## src/rtl/riscv_pkg.sv

```systemverilog
// Shared RISC-V core definitions: datapath width, reset vector, the NOP
// encoding and the major opcodes seen by the control unit.
package riscv_pkg;

    localparam int XLEN = 32;

    localparam logic [31:0] RESET_PC_DEFAULT = 32'h0000_0000;

    // addi x0, x0, 0 -- shown to decode whenever no fetched word is available
    localparam logic [31:0] NOP_INSTR = 32'h0000_0013;

    localparam logic [6:0] OP_R      = 7'b0110011;
    localparam logic [6:0] OP_LOAD   = 7'b0000011;
    localparam logic [6:0] OP_STORE  = 7'b0100011;
    localparam logic [6:0] OP_BRANCH = 7'b1100011;
    localparam logic [6:0] OP_IMM    = 7'b0010011;

    typedef enum logic [0:0] {
        ST_IDLE = 1'b0,
        ST_RUN  = 1'b1
    } fetch_state_e;

endpackage

```

## src/rtl/fetch_fifo.sv

```systemverilog
// Small FIFO of {pc, instr} entries between the memory response path and
// decode. The head entry is held in its own register so it is stable while empty.
module fetch_fifo #(
    parameter int               DEPTH      = 2,
    parameter int               WIDTH      = 64,
    parameter logic [WIDTH-1:0] HEAD_RESET = '0
) (
    input  logic                         clk,
    input  logic                         reset,
    input  logic                         i_push,
    input  logic [WIDTH-1:0]             i_push_data,
    input  logic                         i_pop,
    input  logic                         i_flush,
    output logic [$clog2(DEPTH+1)-1:0]   o_count,
    output logic [WIDTH-1:0]             o_head
);

    localparam int CW = $clog2(DEPTH + 1);
    localparam int PW = (DEPTH > 1) ? $clog2(DEPTH) : 1;

    logic [WIDTH-1:0] r_mem [DEPTH];
    logic [PW-1:0]    r_wr_ptr;
    logic [PW-1:0]    r_rd_ptr;
    logic [CW-1:0]    r_count;
    logic [WIDTH-1:0] r_head;

    logic             w_do_pop;
    logic             w_do_push;
    logic [CW-1:0]    w_remain;
    logic [PW-1:0]    w_rd_next;
    logic [WIDTH-1:0] w_head_next;

    function automatic logic [PW-1:0] ptr_inc(input logic [PW-1:0] ptr);
        return (ptr == PW'(DEPTH - 1)) ? '0 : ptr + PW'(1);
    endfunction

    // A push into a full FIFO is accepted only when the head leaves in the same cycle.
    assign w_do_pop  = i_pop && (r_count != '0);
    assign w_do_push = i_push && ((r_count != CW'(DEPTH)) || w_do_pop);
    assign w_remain  = r_count - CW'(w_do_pop);

    always_comb begin
        // NOTE: every always_comb output gets a default first so no path infers a latch.
        w_rd_next   = w_do_pop ? ptr_inc(r_rd_ptr) : r_rd_ptr;
        w_head_next = r_head;
        if (w_remain != '0) begin
            w_head_next = r_mem[w_rd_next];
        end else if (w_do_push) begin
            w_head_next = i_push_data;
        end
    end

    // NOTE: the storage array has no reset; r_count alone decides which slots are valid.
    always_ff @(posedge clk) begin
        if (w_do_push && !i_flush) begin
            r_mem[r_wr_ptr] <= i_push_data;
        end
    end

    always_ff @(posedge clk) begin
        if (reset) begin
            r_wr_ptr <= '0;
            r_rd_ptr <= '0;
            r_count  <= '0;
            r_head   <= HEAD_RESET;
        end else if (i_flush) begin
            r_wr_ptr <= '0;
            r_rd_ptr <= '0;
            r_count  <= '0;
        end else begin
            r_wr_ptr <= w_do_push ? ptr_inc(r_wr_ptr) : r_wr_ptr;
            r_rd_ptr <= w_rd_next;
            r_count  <= w_remain + CW'(w_do_push);
            r_head   <= w_head_next;
        end
    end

    assign o_count = r_count;
    assign o_head  = r_head;

endmodule

```

## src/rtl/instr_fetch_unit.sv

```systemverilog
// Instruction fetch stage: PC generation, credit-limited requests to
// instruction memory, stale-response dropping after redirects, decode FIFO.
module instr_fetch_unit #(
    parameter int              XLEN     = riscv_pkg::XLEN,
    parameter logic [XLEN-1:0] RESET_PC = riscv_pkg::RESET_PC_DEFAULT,
    parameter int              DEPTH    = 2
) (
    input  logic            clk,
    input  logic            reset,
    output logic            imem_req_valid,
    input  logic            imem_req_ready,
    output logic [XLEN-1:0] imem_req_addr,
    input  logic            imem_resp_valid,
    input  logic [XLEN-1:0] imem_resp_data,
    input  logic            redirect_valid,
    input  logic [XLEN-1:0] redirect_pc,
    output logic            if_valid,
    input  logic            if_ready,
    output logic [XLEN-1:0] if_pc,
    output logic [XLEN-1:0] if_instr,
    output logic [6:0]      if_opcode
);

    import riscv_pkg::*;

    localparam int CW = $clog2(DEPTH + 1);
    localparam int SW = CW + 2;

    fetch_state_e    r_state;
    logic [XLEN-1:0] r_fetch_pc;
    logic [XLEN-1:0] r_resp_pc;
    logic [CW-1:0]   r_outstanding;
    logic [CW-1:0]   r_drop_cnt;

    logic            w_credit_ok;
    logic            w_accept;
    logic            w_resp_seen;
    logic            w_resp_drop;
    logic            w_resp_live;
    logic [XLEN-1:0] w_target;
    logic [CW-1:0]   w_out_live;
    logic [CW-1:0]   w_out_next;
    logic [CW-1:0]   w_drop_next;
    logic [CW-1:0]   w_fifo_count;
    logic [2*XLEN-1:0] w_fifo_head;
    logic [1:0]      w_unused_redirect_lsb;

    // Everything in flight, waiting to be dropped, or buffered shares one budget of DEPTH.
    assign w_credit_ok = (SW'(r_outstanding) + SW'(r_drop_cnt) + SW'(w_fifo_count)) < SW'(DEPTH);

    assign imem_req_valid = (r_state == ST_RUN) && w_credit_ok && !redirect_valid;
    assign imem_req_addr  = r_fetch_pc;
    assign w_accept       = imem_req_valid && imem_req_ready;

    // Responses with no matching request are ignored rather than trusted.
    assign w_resp_seen = imem_resp_valid && !reset;
    assign w_resp_drop = w_resp_seen && (r_drop_cnt != '0);
    assign w_resp_live = w_resp_seen && (r_drop_cnt == '0) && (r_outstanding != '0);

    assign w_target              = {redirect_pc[XLEN-1:2], 2'b00};
    assign w_unused_redirect_lsb = redirect_pc[1:0];

    always_comb begin
        w_out_live  = r_outstanding + CW'(w_accept) - CW'(w_resp_live);
        w_out_next  = w_out_live;
        w_drop_next = r_drop_cnt - CW'(w_resp_drop);
        if (redirect_valid) begin
            w_out_next  = '0;
            w_drop_next = r_drop_cnt - CW'(w_resp_drop) + w_out_live;
        end
    end

    // NOTE: sequential state uses non-blocking assignments so every register samples pre-edge values.
    always_ff @(posedge clk) begin
        if (reset) begin
            r_state       <= ST_IDLE;
            r_fetch_pc    <= RESET_PC;
            r_resp_pc     <= RESET_PC;
            r_outstanding <= '0;
            r_drop_cnt    <= '0;
        end else begin
            r_state       <= ST_RUN;
            r_outstanding <= w_out_next;
            r_drop_cnt    <= w_drop_next;
            if (redirect_valid) begin
                r_fetch_pc <= w_target;
                r_resp_pc  <= w_target;
            end else begin
                if (w_accept) begin
                    r_fetch_pc <= r_fetch_pc + XLEN'(4);
                end
                if (w_resp_live) begin
                    r_resp_pc <= r_resp_pc + XLEN'(4);
                end
            end
        end
    end

    fetch_fifo #(
        .DEPTH      (DEPTH),
        .WIDTH      (2 * XLEN),
        .HEAD_RESET ({{XLEN{1'b0}}, XLEN'(NOP_INSTR)})
    ) u_fifo (
        .clk         (clk),
        .reset       (reset),
        .i_push      (w_resp_live && !redirect_valid),
        .i_push_data ({r_resp_pc, imem_resp_data}),
        .i_pop       (if_ready),
        .i_flush     (redirect_valid),
        .o_count     (w_fifo_count),
        .o_head      (w_fifo_head)
    );

    assign if_valid  = (w_fifo_count != '0);
    assign if_pc     = w_fifo_head[2*XLEN-1:XLEN];
    assign if_instr  = if_valid ? w_fifo_head[XLEN-1:0] : XLEN'(NOP_INSTR);
    assign if_opcode = if_instr[6:0];

    a_no_orphan_resp: assert property (@(posedge clk) disable iff (reset)
        !(imem_resp_valid && (r_outstanding == '0) && (r_drop_cnt == '0)));

endmodule

```

## config.mk

```make
export PLATFORM = sky130hd
export DESIGN_NAME = instr_fetch_unit
export DESIGN_NICKNAME = d
export VERILOG_FILES = /design/src/rtl/riscv_pkg.sv /design/src/rtl/fetch_fifo.sv /design/src/rtl/instr_fetch_unit.sv
export SDC_FILE = /design/constraint.sdc
export NUM_CORES = 1
export LEC_CHECK = 0
export CORE_MARGIN = 1
export CORE_UTILIZATION = 58
export DETAILED_ROUTE_END_ITERATION = 16
export MAX_ROUTING_LAYER = met4
export PLACE_DENSITY = 0.85
export SYNTH_ARGS = -nofsm -noshare
export SYNTH_HDL_FRONTEND = slang
export SYNTH_SLANG_ARGS = --single-unit
```

## constraint.sdc

```tcl
create_clock -name clk -period 12.14 [get_ports clk]
set_clock_uncertainty 0.1 [all_clocks]
set_input_delay 2.428 -clock clk [delete_from_list [all_inputs] [get_ports clk]]
set_output_delay 2.428 -clock clk [all_outputs]
set_load 0.02 [all_outputs]
```

==> metrics.csv <==
metric,value,unit
status,"finished, final reports clean",
Final Max Slew Viols,0,
HP Class,reg -> reg,
Worst setup SP type,input port,
Avg WL per Cell,18.1,um
count of cell types in the netlist,68,
WS Path Type,in -> out,
largest family of logic cells by synthesized area,simple AND/OR/NAND/NOR gates,
Die ar.,20300,um^2
sw frac,0.216,
hold depth,1,
Crit. Startpoint,redirect_valid,
worst-path maximum fanout,40,
Final min period,6.88,ns
cell family with most CP delay,buffers and inverters,
CTS sink count,255,
Yosys reg bits,255,
"Area growth, synth to finish",20.8,%
initial antenna violation count,0,
Post-CTS Resized,0,
Flop pwr share,0.507,
# diodes,0,
Post-Synth XOR/XNOR Area,0.0321,
Crit path required time,9.61,ns
postcts setup bufs,0,
layout cells sized above 1,0.0628,
setup TNS,0,ns
RSZ-0062 raised after global routing,false,
Synth Area in Compound Gates,0.140,
worst-skew pair later-pin latency,0.51,ns
reg2reg start,u_fifo.o_count[1],
Die Ht,143,um
routed via count,8485,
clock tree buffer depth,3,
Congestion Overflow GR,0,
CTS buffer count,25,
Detailed Route WL,25.9,mm
Final Hold Viols,0,
vias in the first global route,8151,
clock root cell,clkbuf_16,
final hold slack,0.357,ns
first-pass GRT wire length,41.2,mm
mapped cell area,11500,um^2
GPL Wtd Cong,0.862,
post-DR vias/cell,5.95,
Slew headroom,0.308,
hold_buf cts,0,
Worst R2R End,r_drop_cnt[1],
crit-path max cell delay,0.60,ns
mux cell area share after synthesis,0.0568,
Adder-Cell Fraction of Synth Area,0.0127,
worst-path cell chain,clkdlybuf4s50_1 > buf_4 > nor4b_2 > and2_1 > clkdlybuf4s50_1,
CTS H-tree depth,1,
Initial Utilization,0.590,
launch point of the worst hold path,u_fifo.o_head[0],
Post-synth EDFFs,124,
crit path capture type,output port,
DRT antenna net count,0,
WHS Endpoint,u_fifo.o_head[0],
Worst path slowest cell,clkdlybuf4s50_1,
Synth Flop Type,dfxtp_1,
Boundary Pins,175,
Final Util,0.713,
switching power,0.402,mW
CTS tree,built,
period utilization,0.567,
clock power share,0.424,
sequential-to-total area share from yosys stat,0.554,
floorplan row count,51,
final net count,1224,
I/O Buffers,168,
synthesized area per cell,11.0,um^2
R2R setup slack,7.55,ns
total track usage,0.263,
cell count after synthesis,1041,
# setup viols final,0,
# DRC,0,
die width,143,um
combinational fraction of design power,0.068,
initial DRC count,512,
Simple-Gate Fraction of Synth Area,0.143,
total power per unit cell area,134,nW/um^2
Leak,5.26,nW
Clock transition at path regs,0.06,ns
asr flop ratio synth,0,
Synth Warn #,0,
Max Cap Viol,0,
CP Buf/Inv Count,3,
drt pass-1 iters,7,
Core ar.,19400,um^2
pin count of the biggest net entering global routing,99,
Worst VDD drop,0.112,mV
internal power,1.46,mW
cell mode on critical path,clkdlybuf4s50_1,
Reg2Reg Depth,15,
worst endpoint data arrival time,4.35,ns
DP HPWL,16.4,mm
Fmax,145,MHz
worst slew pin tran,1.04,ns
cells by family after synthesis:
| logic type | count (synthesis) |
|---|---|
| fa+ha+maj | 11 |
| compound gates | 237 |
| mux | 65 |
| xor+xnor | 42 |
| buf+inv | 127 |
| flops | 255 |
| simple gates | 303 |
| other cells | 1 |
layout make-up:
class | instances | area (um^2)
Timing Repair Buffer | 178 | 1750
Clock inverter | 9 | 121
Clock buffer | 37 | 732
Inverter | 21 | 83.8
Sequential cell | 255 | 6350
Tap cell | 265 | 332
Multi-Input combinational cell | 662 | 4460
Fill cell | 1403 | 5570
state kept, by name, indices dropped and copies added (netlist names):
signal,cells
u_fifo.r_mem,124
u_fifo.r_wr_ptr,1
u_fifo.r_rd_ptr,1
r_drop_cnt,2
u_fifo.o_count,2
imem_req_addr,30
r_resp_pc,30
r_outstanding,2
r_state,1
u_fifo.o_head,62
worst register-to-register path: stages, from the launching register on:
cell and delay (ns):
dfxtp_1 0.45, inv_1 0.09, fa_1 0.49, inv_1 0.04
ha_1 0.29, nor4b_2 0.40, and3_1 0.60, inv_1 0.57
ha_1 0.47, inv_1 0.04, ha_1 0.18, xnor2_1 0.13
xnor2_1 0.21, xnor2_1 0.17, and3_1 0.18, nor3_1 0.04
Yosys cell counts, types with 6 or more instances:
| cell | n | area share |
|---|---|---|
| nand4_1 | 19 | 0.010 |
| a22o_1 | 59 | 0.045 |
| or3_1 | 9 | 0.0049 |
| inv_1 | 19 | 0.0062 |
| nor3_1 | 10 | 0.0044 |
| and3_1 | 14 | 0.0076 |
| nand2_1 | 48 | 0.016 |
| nand3_1 | 22 | 0.0096 |
| nor4_1 | 7 | 0.0038 |
| xnor2_1 | 22 | 0.017 |
| mux2i_1 | 65 | 0.057 |
| a211oi_1 | 17 | 0.011 |
| and2_1 | 11 | 0.0060 |
| ha_1 | 10 | 0.011 |
| a31oi_1 | 14 | 0.0076 |
| nor2_1 | 97 | 0.032 |
| dfxtp_1 | 131 | 0.23 |
| nor2b_1 | 29 | 0.016 |
| o21ai_0 | 19 | 0.0083 |
| buf_2 | 13 | 0.0057 |
| edfxtp_1 | 124 | 0.33 |
| clkbuf_1 | 44 | 0.014 |
| xor2_1 | 20 | 0.015 |
| and4_1 | 7 | 0.0054 |
| a21oi_1 | 82 | 0.036 |
| a22oi_1 | 6 | 0.0039 |
| buf_4 | 42 | 0.028 |
layout by cell type (no fill, tap or decap), types with 6 or more instances in the layout:
| master | n |
|---|---|
| and4_1 | 7 |
| xnor2_1 | 22 |
| and3_1 | 14 |
| nand4_1 | 19 |
| nor4_1 | 7 |
| dfxtp_1 | 131 |
| or3_1 | 9 |
| buf_4 | 10 |
| o21ai_0 | 19 |
| mux2i_1 | 65 |
| clkbuf_16 | 26 |
| nand2_1 | 46 |
| ha_1 | 10 |
| and2_1 | 10 |
| a22oi_1 | 6 |
| clkdlybuf4s50_1 | 167 |
| nor3_1 | 10 |
| a22o_1 | 59 |
| nor2b_1 | 29 |
| a21oi_1 | 82 |
| nand3_1 | 22 |
| a31oi_1 | 14 |
| nor2_1 | 95 |
| a211oi_1 | 17 |
| xor2_1 | 19 |
| edfxtp_1 | 124 |
| inv_1 | 19 |
| clkbuf_1 | 7 |
how the worst max path moves through the flow:
stage	cells past startpoint	slack, ns	to
after global routing	5	5.19	imem_req_valid
after CTS	5	5.28	imem_req_valid
after global placement	5	5.29	imem_req_valid
after detailed placement	5	5.29	imem_req_valid
after floorplan	5	5.65	u_fifo.r_mem[0][0]
final	5	5.26	imem_req_valid
per-layer routing:
metal | vias up | part of all wire | track usage
li1 | 3980 | - | -
met3 | 45 | 0.074 | 0.0370
met2 | 371 | 0.48 | 0.431
met5 | - | 0 | -
met4 | 0 | 0.018 | 0.0770
met1 | 4089 | 0.43 | 0.340
stage by stage:
stage	instance area [um^2]	worst slack, ns	std cells	power [mW]
2_1_floorplan	11500	5.65	1044	1.03
3_3_place_gp	13000	5.29	1381	1.08
3_5_place_dp	13000	5.29	1381	1.09
4_1_cts	13800	5.28	1427	1.87
5_1_grt	13800	5.19	1427	1.92
6_report	13800	5.26	1427	1.86
power groups by stage:
stage | clock network [mW] | logic [mW] | registers, mW
2_1_floorplan | 0 | 0.0661 | 0.961
3_3_place_gp | 0 | 0.122 | 0.960
3_5_place_dp | 0 | 0.125 | 0.961
4_1_cts | 0.800 | 0.126 | 0.943
5_1_grt | 0.835 | 0.138 | 0.946
6_report | 0.789 | 0.127 | 0.944
No activity file was read; power rests on OpenSTA's default activity.
